### config.mk
export PLATFORM = sky130hd
export DESIGN_NAME = sa_aw_arbiter
export DESIGN_NICKNAME = d
export VERILOG_FILES = /design/src/rtl/sa_aw_arbiter.sv
export SDC_FILE = /design/constraint.sdc
export NUM_CORES = 1
export LEC_CHECK = 0
export CORE_UTILIZATION = 31
export CTS_CLUSTER_SIZE = 20
export DETAILED_ROUTE_END_ITERATION = 16
export PLACE_DENSITY = 0.82
export SLEW_MARGIN = 20
export SYNTH_ARGS = -nofsm -noshare
export SYNTH_HDL_FRONTEND = slang
export SYNTH_SLANG_ARGS = --single-unit
### constraint.sdc
create_clock -name ACLK_i -period 1.74 [get_ports ACLK_i]
set_input_delay 0.261 -clock ACLK_i [delete_from_list [all_inputs] [get_ports ACLK_i]]
set_output_delay 0.261 -clock ACLK_i [all_outputs]
set_load 0.02 [all_outputs]
### src/rtl/sa_aw_arbiter.sv
// Slave-side AW arbiter: round-robin pick among dispatcher requests, one-entry
// registered slave AW stage, and same-cycle ordering pushes to the B/W trackers.
module sa_aw_arbiter #(
    parameter int unsigned MST_AMT        = 3,
    parameter int unsigned MST_ID_W       = (MST_AMT > 1) ? $clog2(MST_AMT) : 1,
    parameter int unsigned TRANS_MST_ID_W = 5,
    parameter int unsigned TRANS_SLV_ID_W = TRANS_MST_ID_W + MST_ID_W,
    parameter int unsigned ADDR_W         = 32,
    parameter int unsigned LEN_W          = 8
) (
    input  logic                              ACLK_i,
    input  logic                              ARESETn_i,
    input  logic [TRANS_MST_ID_W*MST_AMT-1:0] dsp_AWID_i,
    input  logic [ADDR_W*MST_AMT-1:0]         dsp_AWADDR_i,
    input  logic [LEN_W*MST_AMT-1:0]          dsp_AWLEN_i,
    input  logic [MST_AMT-1:0]                dsp_AWVALID_i,
    output logic [MST_AMT-1:0]                dsp_AWREADY_o,
    output logic [TRANS_SLV_ID_W-1:0]         s_AWID_o,
    output logic [ADDR_W-1:0]                 s_AWADDR_o,
    output logic [LEN_W-1:0]                  s_AWLEN_o,
    output logic                              s_AWVALID_o,
    input  logic                              s_AWREADY_i,
    output logic [TRANS_SLV_ID_W-1:0]         AW_AxID_o,
    output logic                              AW_crossing_flag_o,
    output logic                              AW_shift_en_o,
    input  logic                              AW_stall_i,
    output logic [MST_ID_W-1:0]               W_mst_id_o,
    output logic                              W_shift_en_o,
    input  logic                              W_stall_i
);

    logic [MST_ID_W-1:0]       rr_ptr;
    logic [MST_ID_W-1:0]       last_mst;
    logic                      last_valid;
    logic [MST_ID_W-1:0]       sel;
    logic                      hit;
    logic [TRANS_MST_ID_W-1:0] sel_id;
    logic [ADDR_W-1:0]         sel_addr;
    logic [LEN_W-1:0]          sel_len;
    logic                      slot_free;
    logic                      grant_en;

    // Round-robin: first requester above rr_ptr, otherwise wrap to the lowest one.
    always_comb begin
        sel = '0;
        hit = 1'b0;
        for (int i = 0; i < int'(MST_AMT); i++) begin
            if (!hit && dsp_AWVALID_i[i] && (i > int'(rr_ptr))) begin
                hit = 1'b1;
                sel = MST_ID_W'(i);
            end
        end
        for (int i = 0; i < int'(MST_AMT); i++) begin
            if (!hit && dsp_AWVALID_i[i] && (i <= int'(rr_ptr))) begin
                hit = 1'b1;
                sel = MST_ID_W'(i);
            end
        end
    end

    // Payload mux for the selected master.
    always_comb begin
        sel_id   = '0;
        sel_addr = '0;
        sel_len  = '0;
        for (int i = 0; i < int'(MST_AMT); i++) begin
            if (sel == MST_ID_W'(i)) begin
                sel_id   = dsp_AWID_i[i*TRANS_MST_ID_W +: TRANS_MST_ID_W];
                sel_addr = dsp_AWADDR_i[i*ADDR_W +: ADDR_W];
                sel_len  = dsp_AWLEN_i[i*LEN_W +: LEN_W];
            end
        end
    end

    assign slot_free = !s_AWVALID_o || s_AWREADY_i;
    // Reset gating keeps the combinational handshake/push outputs quiet during reset.
    assign grant_en  = ARESETn_i && slot_free && !AW_stall_i && !W_stall_i && hit;

    always_comb begin
        dsp_AWREADY_o      = '0;
        for (int i = 0; i < int'(MST_AMT); i++) begin
            dsp_AWREADY_o[i] = grant_en && (sel == MST_ID_W'(i));
        end
        AW_shift_en_o      = grant_en;
        W_shift_en_o       = grant_en;
        AW_AxID_o          = grant_en ? {sel, sel_id} : '0;
        W_mst_id_o         = grant_en ? sel : '0;
        AW_crossing_flag_o = grant_en && last_valid && (sel != last_mst);
    end

    // One-entry slave AW stage plus arbitration history.
    always_ff @(posedge ACLK_i or negedge ARESETn_i) begin
        if (!ARESETn_i) begin
            s_AWVALID_o <= 1'b0;
            s_AWID_o    <= '0;
            s_AWADDR_o  <= '0;
            s_AWLEN_o   <= '0;
            rr_ptr      <= MST_ID_W'(MST_AMT - 1);
            last_mst    <= '0;
            last_valid  <= 1'b0;
        end else if (grant_en) begin
            s_AWVALID_o <= 1'b1;
            s_AWID_o    <= {sel, sel_id};
            s_AWADDR_o  <= sel_addr;
            s_AWLEN_o   <= sel_len;
            rr_ptr      <= sel;
            last_mst    <= sel;
            last_valid  <= 1'b1;
        end else if (s_AWREADY_i) begin
            s_AWVALID_o <= 1'b0;
        end
    end

endmodule

### Word-level counts from Yosys, hierarchy flattened

Index checks and enable logic that the tools add are counted.

* flip-flop bits (word level): 53
* logic and storage cells: 64
* bits of input ports: 143
* output and inout port bits: 63

* magnitude comparators: 4
* eq/ne operators: 3
* reduce and logical (&&, ||, !) cells: 27
* mux-type cells: 23

Operators with widths (count)
* 2-to-1 mux 32 bit: 3
* 2-to-1 mux 8 bit: 3
* logical AND 1 bit: 17
* 2-to-1 mux 5 bit: 3
* 2-to-1 mux 2 bit: 5
* 2-to-1 mux 1 bit: 8
* logical NOT 1 bit: 7
* 2-to-1 mux 7 bit: 1
* equality test 2 x 1 -> 1 bit, second input constant: 1
* equality test 2 bit, second input constant: 1
* > comparator 1 x 2 -> 1 bit, first input constant: 1
* > comparator 2 bit, first input constant: 1
* less-or-equal comparator 1 x 2 -> 1 bit, first input constant: 1
* less-or-equal comparator 2 bit, first input constant: 1
* logical NOT 2 bit: 1
* != test 2 bit: 1
* nonzero test 2 bit: 1
* logical OR 1 bit: 1

### Depth between registers and ports, before layout

Gate-level depths: netlist of the first run.

* depth after elaboration: 23
* mapped depth: 9
* depth with buffers taken out: 5

### Worst setup path after synthesis of the first run

OpenSTA, ideal clock, no wires.

* path type: register to output
* start: register s_AWVALID_o
* end: output port W_mst_id_o[1]
* arrival: 1928 ps
* data required time: 1479 ps
* path slack: -449 ps
* stages on the path, launching flop included: 7
* buffers on the path: 3
* cells stage by stage: dfrtp_1 -> nor2b_1 -> or4_1 -> buf_2 -> buf_2 -> nor2_1 -> buf_4

* longest elaborated chain between the ends: 7

Ends and longest elaborated chain
* start, declared: line 21 `output logic s_AWVALID_o,`
* start signal, assigned: line 94 `s_AWVALID_o <= 1'b0;`
* start signal, assigned: line 102 `s_AWVALID_o <= 1'b1;`
* start signal, assigned: line 110 `s_AWVALID_o <= 1'b0;`
* logical NOT 1 bit: line 75 `assign slot_free = !s_AWVALID_o || s_AWREADY_i;`
* logical OR 1 bit: line 75
* logical AND 1 bit (4 in a row): line 77 `assign grant_en = ARESETn_i && slot_free && !AW_stall_i && !W_stall_i && hit;`
* 2-to-1 mux 2 bit: line 87 `W_mst_id_o = grant_en ? sel : '0;`
* end, declared: line 27 `output logic [MST_ID_W-1:0] W_mst_id_o,`

No other way between the ends.

### Worst setup path in the final report of the first run

* start: register rr_ptr[1]
* end: output port AW_AxID_o[1]

* longest elaborated chain between the ends: 23
* elaborated cells on any way between the ends: 34
* those cells by class: 4 x order compare; 2 x eq/ne; 14 x mux; 14 x reduce/logical

Ends and longest elaborated chain
* start, declared: line 32 `logic [MST_ID_W-1:0] rr_ptr;`
* start signal, assigned: line 98 `rr_ptr <= MST_ID_W'(MST_AMT - 1);`
* start signal, assigned: line 106 `rr_ptr <= sel;`
* > comparator 1 x 2 -> 1 bit: line 48 `if (!hit && dsp_AWVALID_i[i] && (i > int'(rr_ptr))) begin`
* logical AND 1 bit: line 48
* 2-to-1 mux 1 bit: line 48
* logical NOT 1 bit: line 48
* logical AND 1 bit (2 in a row): line 48
* 2-to-1 mux 1 bit: line 48
* logical NOT 1 bit: line 54 `if (!hit && dsp_AWVALID_i[i] && (i <= int'(rr_ptr))) begin`
* logical AND 1 bit: line 54
* [... 2 more ...]
* logical AND 1 bit (2 in a row): line 54
* 2-to-1 mux 1 bit: line 54
* logical NOT 1 bit: line 54
* logical AND 1 bit (2 in a row): line 54
* 2-to-1 mux 2 bit: line 54
* logical NOT 2 bit: line 67 `if (sel == MST_ID_W'(i)) begin`
* 2-to-1 mux 5 bit (3 in a row): line 67
* 2-to-1 mux 7 bit *: line 86 `AW_AxID_o = grant_en ? {sel, sel_id} : '0;`
* end, declared: line 23 `output logic [TRANS_SLV_ID_W-1:0] AW_AxID_o,`

Mark *: on every way between the ends. The rest lies on a longest branch, timed or not.

==> metrics.txt, run 1 <==
# TYPE chip_impl_metric gauge
chip_impl_info{name="run_status",value="finished, violations left"} 1
chip_impl_info{name="violations",value="setup timing"} 1
chip_impl_info{name="tritoncts",value="done"} 1
chip_impl_metric{name="insertedDiodeCount",unit=""} 0
chip_impl_metric{name="post_syn_nets",unit=""} 426
chip_impl_metric{name="comb_power_share",unit="%"} 52.6
chip_impl_metric{name="power.static_leakage",unit="nW"} 2.34
chip_impl_metric{name="gp_congestion",unit=""} 0.857
chip_impl_metric{name="drc_errors",unit=""} 0
chip_impl_metric{name="fin_setup_tns",unit="ps"} -7550
chip_impl_metric{name="gr-total-overflow",unit=""} 0
chip_impl_metric{name="nFillCells",unit=""} 654
chip_impl_metric{name="place.detailed.hpwl",unit="mm"} 8.19
chip_impl_metric{name="ys_types",unit=""} 40
chip_impl_metric{name="clock_latency",unit="ps"} 300
chip_impl_metric{name="via_count_of_the_first_global_routing_pass",unit=""} 3456
chip_impl_metric{name="dp_slack",unit="ps"} -1230
chip_impl_metric{name="syn-instance-count",unit=""} 283
chip_impl_metric{name="power.density_cell_area",unit="nW/um2"} 915
chip_impl_metric{name="maxSlewHeadroom",unit="%"} 56.1
chip_impl_metric{name="finalSetupViolations",unit=""} 49
chip_impl_metric{name="grt_max_degree",unit=""} 51
chip_impl_info{name="timing.critical_path.cells",value="nand2b_1, a21o_1, buf_12, a222oi_1, buf_4, nor2_2, buf_4"} 1
chip_impl_metric{name="grt_first_pass_wirelength",unit="mm"} 16.8
chip_impl_metric{name="globalRouteTotalUtil",unit="%"} 24.5
chip_impl_metric{name="final_cells",unit=""} 636
chip_impl_info{name="end_kind",value="output pin"} 1
chip_impl_metric{name="start_util",unit="%"} 32.5
chip_impl_metric{name="max_freq",unit="MHz"} 436
chip_impl_metric{name="placed_cell_area",unit="um2"} 5080
chip_impl_info{name="grt_setup_unrepaired",value="true"} 1
chip_impl_metric{name="syn-mean-instance-area",unit="um2"} 9.63
chip_impl_metric{name="synth-seq-area-share",unit="%"} 46.0
chip_impl_info{name="worst_setup_path_start_kind",value="flop"} 1
chip_impl_info{name="min_path_type",value="primary input to async pin"} 1
chip_impl_metric{name="register_area",unit="um2"} 1250
chip_impl_metric{name="required",unit="ps"} 1480
chip_impl_metric{name="wl_per_cell",unit="um"} 18.0
chip_impl_metric{name="synth_seq_cells",unit=""} 50
chip_impl_metric{name="final_max_slew_viol_count",unit=""} 0
chip_impl_metric{name="timing.final.ws_setup",unit="ps"} -553
chip_impl_metric{name="sw_pwr",unit="mW"} 1.86
chip_impl_metric{name="drive_gt1_share",unit="%"} 23.2
chip_impl_metric{name="fin_worst_skew",unit="ps"} 4.01
chip_impl_metric{name="antenna_found_initial",unit=""} 0
chip_impl_metric{name="rows",unit=""} 33
chip_impl_metric{name="cts_num_sinks",unit=""} 50
chip_impl_metric{name="worst-path-max-fanout",unit=""} 6
chip_impl_metric{name="pin_count",unit=""} 206
chip_impl_metric{name="power.switching_fraction",unit="%"} 35.7
chip_impl_metric{name="maxCapViolations",unit=""} 0
chip_impl_info{name="crit_top_cell",value="sky130_fd_sc_hd__buf_4"} 1
chip_impl_metric{name="fin_hold_ws",unit="ps"} 120
chip_impl_metric{name="cts_made_buffers",unit=""} 5
chip_impl_metric{name="num_vias",unit=""} 3381
chip_impl_info{name="cts_root_buf",value="sky130_fd_sc_hd__clkbuf_8"} 1
chip_impl_metric{name="synth.cell_area",unit="um2"} 2730
chip_impl_metric{name="drt-pass1-iter-count",unit=""} 7
chip_impl_metric{name="timing.final.crit_share",unit="%"} 132
chip_impl_metric{name="die_w",unit="um"} 95.8
chip_impl_metric{name="placed_cells_incl_taps",unit=""} 605
chip_impl_metric{name="clock_power_share",unit="%"} 15.8
chip_impl_metric{name="die-area",unit="um2"} 9170
chip_impl_metric{name="drt-vias-per-instance",unit=""} 5.32
chip_impl_metric{name="clk_pin_slew_worst_paths",unit="ps"} 90
chip_impl_metric{name="internal_power_component",unit="mW"} 3.34
chip_impl_metric{name="critical_path_arrival",unit="ps"} 2030
chip_impl_metric{name="chipHeight",unit="um"} 95.8
chip_impl_metric{name="totalPowerFinal",unit="mW"} 5.19
chip_impl_metric{name="post-route-cell-area",unit="um2"} 5680
chip_impl_metric{name="final_nets",unit=""} 673
chip_impl_metric{name="cts_max_path_buffers",unit=""} 2
chip_impl_metric{name="final_core_utilization",unit="%"} 67.7
chip_impl_metric{name="htreeDepth",unit=""} 2
chip_impl_metric{name="routed_wire_length",unit="mm"} 11.4
chip_impl_metric{name="share_seq_of_total_power",unit="%"} 31.6
chip_impl_info{name="cpMaxStageDelayCell",value="sky130_fd_sc_hd__dfstp_2"} 1
chip_impl_metric{name="critical-path-max-stage-delay",unit="ps"} 400
chip_impl_info{name="criticalPathCategory",value="flop to output pin"} 1
chip_impl_metric{name="layout-area-overhead-vs-synth",unit="%"} 108
chip_impl_metric{name="place.port_buffers",unit=""} 205
chip_impl_metric{name="multi_input_area",unit="um2"} 1390
chip_impl_metric{name="yosys_warnings",unit=""} 0
chip_impl_metric{name="finalWorstPathRequiredPeriod",unit="ps"} 2290
chip_impl_metric{name="drt_first_iter_violations",unit=""} 206
chip_impl_metric{name="tightest_slew",unit="ps"} 658
chip_impl_metric{name="core_region",unit="um2"} 8380
chip_impl_metric{name="final_hold_viol_count",unit=""} 0
chip_impl_metric{name="route.antenna.remaining_nets",unit=""} 0
chip_impl_metric{name="worst_ir_drop_vdd",unit="mV"} 0.408
-- power groups by stage --
stage,sequential (mW),clock [mW],combinational [mW]
after floorplan,2.01,0,0.811
after global placement,1.64,0,2.45
after detailed placement,1.66,0,2.49
after CTS,1.64,0.848,2.62
after global routing,1.68,0.900,2.91
final,1.64,0.820,2.73
-- kinds of logic after synthesis --
| kind of cell | count (synthesis) | synth area share (%) |
|---|---|---|
| AO/OA/AOI/OAI | 108 | 28.9 |
| buffers and inverters | 35 | 8.68 |
| flip-flops | 50 | 46.0 |
| multiplexers | 9 | 3.35 |
| AND/OR/NAND/NOR | 81 | 13.1 |
-- placed cells by master, fill, tap and decap left out, drive strengths merged, types with 3 or more instances in the layout --
master	instances
nand2	19
clkbuf	8
mux2i	8
buf	81
inv	3
a21oi	32
a222oi	28
nand3	8
a221oi	5
dfrtp	49
o22ai	4
a21o	4
clkdlybuf4s50	184
o21ai	19
nor2	40
o211ai	8
dlygate4sd2	5
nand2b	6
-- cells in the mapped netlist, drive strengths merged --
| master | count | area [um2] |
|---|---|---|
| o211ai | 8 | 70.1 |
| nand3 | 8 | 40.0 |
| a2bb2oi | 1 | 8.76 |
| o2111a | 1 | 11.3 |
| clkinv | 1 | 8.76 |
| a22o | 1 | 8.76 |
| inv | 3 | 11.3 |
| a21o | 4 | 30.0 |
| a221oi | 5 | 43.8 |
| nor2b | 2 | 12.5 |
| a21boi | 1 | 7.51 |
| nand4 | 1 | 6.26 |
| nand2 | 19 | 78.8 |
| buf | 23 | 186 |
| o2111ai | 1 | 8.76 |
| o22ai | 4 | 25.0 |
| and2b | 1 | 7.51 |
| a21oi | 32 | 175 |
| a22oi | 1 | 7.51 |
| nor3 | 2 | 10.0 |
| dfrtp | 49 | 1230 |
| o21a | 1 | 7.51 |
| o31ai | 1 | 7.51 |
| nor3b | 1 | 7.51 |
| nor2 | 40 | 150 |
| a222oi | 28 | 280 |
| mux2 | 1 | 11.3 |
| o21ai | 19 | 95.1 |
| dfstp | 1 | 26.3 |
| clkbuf | 8 | 30.0 |
| nand2b | 6 | 37.5 |
| or4 | 1 | 7.51 |
| mux2i | 8 | 80.1 |
-- critical path: cells and delay by family, from the launching register on --
kind            cells  cell delay (ps)
compound gates      2              610
flops               1              400
buf+inv             3              500
simple gates        2              230
-- registers in the layout, indices dropped and copies added, names as in the netlist --
register and flops:
s_AWVALID_o 1, s_AWLEN_o 8, last_valid 1, s_AWADDR_o 32, rr_ptr 1, s_AWID_o 7
-- worst paths after layout --
| kind | start | endpoint | slack, ps | depth (start not counted) |
|---|---|---|---|---|
| max | rr_ptr[1] | AW_AxID_o[1] | -550 | 7 |
| min | ARESETn_i | s_AWVALID_o | 120 | 2 |
| max reg2reg | rr_ptr[1] | s_AWID_o[4] | -220 | 9 |
| min reg2reg | last_valid | last_valid | 490 | 1 |
| max in group asynchronous | ARESETn_i | s_AWLEN_o[5] | 1180 | 2 |
| min in group ACLK_i | last_valid | last_valid | 490 | 1 |
-- per-layer routing --
layer | routed length [um] | vias to the layer above | GRT usage (%)
met3 | 954 | 25 | 6.40
li1 | - | 1563 | -
met1 | 4010 | 1618 | 25.4
met5 | 0 | - | 0
met4 | 238 | 0 | 10.1
met2 | 6240 | 175 | 46.2
-- repair_timing --
action	CTS	global route
resized for setup	120	29
gates cloned	3	1
setup endpoints to repair	64	60
hold buffers	0	0
endpoints found under the hold margin	0	0
pin swaps	18	28
buffers inserted	13	9
-- final cells by class --
cell class,instances,share of cell area (%)
repair buffers,271,49.0
clock inverters,1,0.529
multi-input cells,198,24.4
well taps,105,2.31
inverters,4,0.353
flip-flops and latches,50,22.1
clock buffers,7,1.34
Power figures use the tool's default switching activity.
==> run 2: changes to the inputs <==
--- a/config.mk
+++ b/config.mk
@@ -6,6 +6,7 @@
 export NUM_CORES = 1
 export LEC_CHECK = 0
 export CORE_UTILIZATION = 31
+export CTS_CLUSTER_DIAMETER = 150
 export CTS_CLUSTER_SIZE = 20
 export DETAILED_ROUTE_END_ITERATION = 16
 export PLACE_DENSITY = 0.82
==> constraint.sdc (replaced) <==
create_clock -name ACLK_i -period 1.74 [get_ports ACLK_i]
set_input_delay 0.174 -clock ACLK_i [delete_from_list [all_inputs] [get_ports ACLK_i]]
set_output_delay 0.174 -clock ACLK_i [all_outputs]
set_load 0.02 [all_outputs]
==> metrics.txt, run 2 (synthesis gave the netlist of run 1 again) <==
# TYPE chip_impl_metric gauge
chip_impl_metric{name="cts_num_sinks",unit=""} 50
chip_impl_metric{name="tightest_slew",unit="ps"} 653
chip_impl_metric{name="totalPowerFinal",unit="mW"} 5.36
chip_impl_metric{name="worst-r2r-cell-count",unit=""} 8
chip_impl_metric{name="drc_errors",unit=""} 0
chip_impl_info{name="end_kind",value="output pin"} 1
chip_impl_metric{name="cts_max_path_buffers",unit=""} 2
chip_impl_metric{name="largest_register_ffs",unit=""} 32
chip_impl_metric{name="final_cells",unit=""} 653
chip_impl_info{name="run_status",value="finished, violations left"} 1
chip_impl_info{name="violations",value="setup timing"} 1
chip_impl_metric{name="drt_first_iter_violations",unit=""} 185
chip_impl_metric{name="timing.reg2reg.setup_slack",unit="ps"} -280
chip_impl_metric{name="start_util",unit="%"} 32.5
chip_impl_info{name="grt_setup_unrepaired",value="true"} 1
chip_impl_metric{name="final_nets",unit=""} 690
chip_impl_metric{name="routed_wire_length",unit="mm"} 11.9
chip_impl_metric{name="timing.final.ws_setup",unit="ps"} -421
chip_impl_metric{name="finalSetupViolations",unit=""} 60
chip_impl_info{name="criticalPathCategory",value="flop to output pin"} 1
chip_impl_info{name="min_path_type",value="primary input to async pin"} 1
chip_impl_metric{name="finalWorstPathRequiredPeriod",unit="ps"} 2160
chip_impl_metric{name="final_max_slew_viol_count",unit=""} 0
chip_impl_metric{name="worst_ir_drop_vdd",unit="mV"} 0.490
chip_impl_info{name="layout_commonest_cell",value="sky130_fd_sc_hd__clkdlybuf4s50_1"} 1
chip_impl_metric{name="globalRouteTotalUtil",unit="%"} 25.1
chip_impl_metric{name="die_w",unit="um"} 95.8
chip_impl_metric{name="wl_per_cell",unit="um"} 18.2
chip_impl_metric{name="core_region",unit="um2"} 8380
chip_impl_metric{name="max_freq",unit="MHz"} 463
chip_impl_metric{name="htreeDepth",unit=""} 2
chip_impl_metric{name="required",unit="ps"} 1570
chip_impl_metric{name="worst-path-max-fanout",unit=""} 5
chip_impl_metric{name="critical_path_arrival",unit="ps"} 1990
chip_impl_metric{name="drive_gt1_share",unit="%"} 31.2
chip_impl_metric{name="fin_setup_tns",unit="ps"} -11110
chip_impl_info{name="setup_crit_end",value="AW_AxID_o[4]"} 1
chip_impl_metric{name="clock_latency",unit="ps"} 300
chip_impl_metric{name="maxSlewHeadroom",unit="%"} 56.5
chip_impl_metric{name="final_hold_viol_count",unit=""} 0
chip_impl_metric{name="route.antenna.remaining_nets",unit=""} 0
chip_impl_metric{name="clk_pin_slew_worst_paths",unit="ps"} 100
chip_impl_metric{name="chipHeight",unit="um"} 95.8
chip_impl_metric{name="fin_worst_skew",unit="ps"} 11.1
chip_impl_info{name="largest-register",value="s_AWADDR_o"} 1
chip_impl_metric{name="gr-total-overflow",unit=""} 0
chip_impl_info{name="worst_setup_path_start_kind",value="flop"} 1
chip_impl_metric{name="num_vias",unit=""} 3472
chip_impl_metric{name="cts-hold-fix-buffers",unit=""} 0
chip_impl_metric{name="drt-pass1-iter-count",unit=""} 8
chip_impl_metric{name="placed_cells_incl_taps",unit=""} 608
chip_impl_metric{name="grt_max_degree",unit=""} 51
chip_impl_metric{name="grt_first_pass_wirelength",unit="mm"} 17.5
chip_impl_metric{name="pin_count",unit=""} 206
chip_impl_metric{name="gp_congestion",unit=""} 0.792
chip_impl_metric{name="antenna_found_initial",unit=""} 0
chip_impl_info{name="critical_path.startpoint",value="rr_ptr[1]"} 1
chip_impl_metric{name="cts_made_buffers",unit=""} 5
chip_impl_metric{name="via_count_of_the_first_global_routing_pass",unit=""} 3626
chip_impl_metric{name="place.detailed.hpwl",unit="mm"} 8.05
chip_impl_info{name="launch_point_of_the_worst_reg_to_reg_path",value="rr_ptr[1]"} 1
chip_impl_info{name="final_cell_mix",value="185 x sky130_fd_sc_hd__clkdlybuf4s50_1, 48 x sky130_fd_sc_hd__dfrtp_1, 48 x sky130_fd_sc_hd__buf_4, 31 x sky130_fd_sc_hd__buf_6, 28 x sky130_fd_sc_hd__a222oi_1"} 1
chip_impl_metric{name="drt-vias-per-instance",unit=""} 5.32
chip_impl_info{name="tritoncts",value="done"} 1
chip_impl_metric{name="maxCapViolations",unit=""} 0
chip_impl_metric{name="power.density_cell_area",unit="nW/um2"} 891
chip_impl_metric{name="rows",unit=""} 33
chip_impl_info{name="cts_root_buf",value="sky130_fd_sc_hd__clkbuf_8"} 1
chip_impl_info{name="worst_r2r_dst",value="s_AWADDR_o[2]"} 1
chip_impl_metric{name="timing.final.crit_share",unit="%"} 124
chip_impl_metric{name="die-area",unit="um2"} 9170
chip_impl_metric{name="place.port_buffers",unit=""} 205
chip_impl_metric{name="power.static_leakage",unit="nW"} 2.48
chip_impl_metric{name="insertedDiodeCount",unit=""} 0
chip_impl_info{name="layout_top_registers",value="s_AWADDR_o (32), s_AWLEN_o (8), s_AWID_o (7)"} 1
chip_impl_metric{name="layout-area-overhead-vs-synth",unit="%"} 121
## run 2: per-stage QoR
step / hold WS (ps) / cell area (um2) / setup WS, ps / util, %
2_1_floorplan: -122 / 2810 / -95.0 / -
3_3_place_gp: 330 / 5090 / -837 / 60.7
3_5_place_dp: 345 / 5090 / -922 / 60.7
4_1_cts: 14.9 / 5930 / -360 / 70.7
5_1_grt: 55.1 / 6010 / -519 / 71.7
6_report: 4.44 / 6010 / -421 / 71.7
## run 2: critical path, cell delays in order, from the launching register on
cell and delay, ps:
sky130_fd_sc_hd__dfstp_2 610, sky130_fd_sc_hd__nor3b_4 70, sky130_fd_sc_hd__a21o_1 190, sky130_fd_sc_hd__buf_6 130
sky130_fd_sc_hd__a222oi_1 350, sky130_fd_sc_hd__buf_4 180, sky130_fd_sc_hd__nor2_2 40, sky130_fd_sc_hd__buf_6 120
## run 2: routing by layer
metal | wire, um | up-vias | GRT usage [%]
met5 | 0 | - | 0
met4 | 359 | 0 | 10.8
met2 | 6640 | 166 | 48.2
met1 | 4150 | 1678 | 26.7
li1 | - | 1598 | -
met3 | 749 | 30 | 4.58
## run 2: how the worst min path moves through the flow
stage	endpoint	slack (ps)
floorplan	last_valid	-120
finish	s_AWADDR_o[4]	4
CTS	s_AWADDR_o[4]	10
detailed placement	s_AWADDR_o[24]	340
global route	s_AWADDR_o[4]	60
global placement	s_AWVALID_o	330
## run 2: cell type report
class,count,area [um2]
clock inverters,2,13.8
multi-input cells,198,1520
clock buffers,6,72.6
fillers,603,2370
flip-flops and latches,50,1250
inverters,4,27.5
well taps,105,131
repair buffers,288,3000
## run 2: where the power goes
group | total [mW] | internal, mW | switching, mW
Sequential | 1.67 | 1.47 | 0.202
Clock | 0.665 | 0.285 | 0.381
Combinational | 3.03 | 1.64 | 1.38
Total | 5.36 | 3.39 | 1.96
## run 2: timing repair
action	CTS	global route
resized for setup	174	34
buffers inserted	29	10
pin swaps	41	32
setup endpoints to repair	63	60
gates cloned	6	0
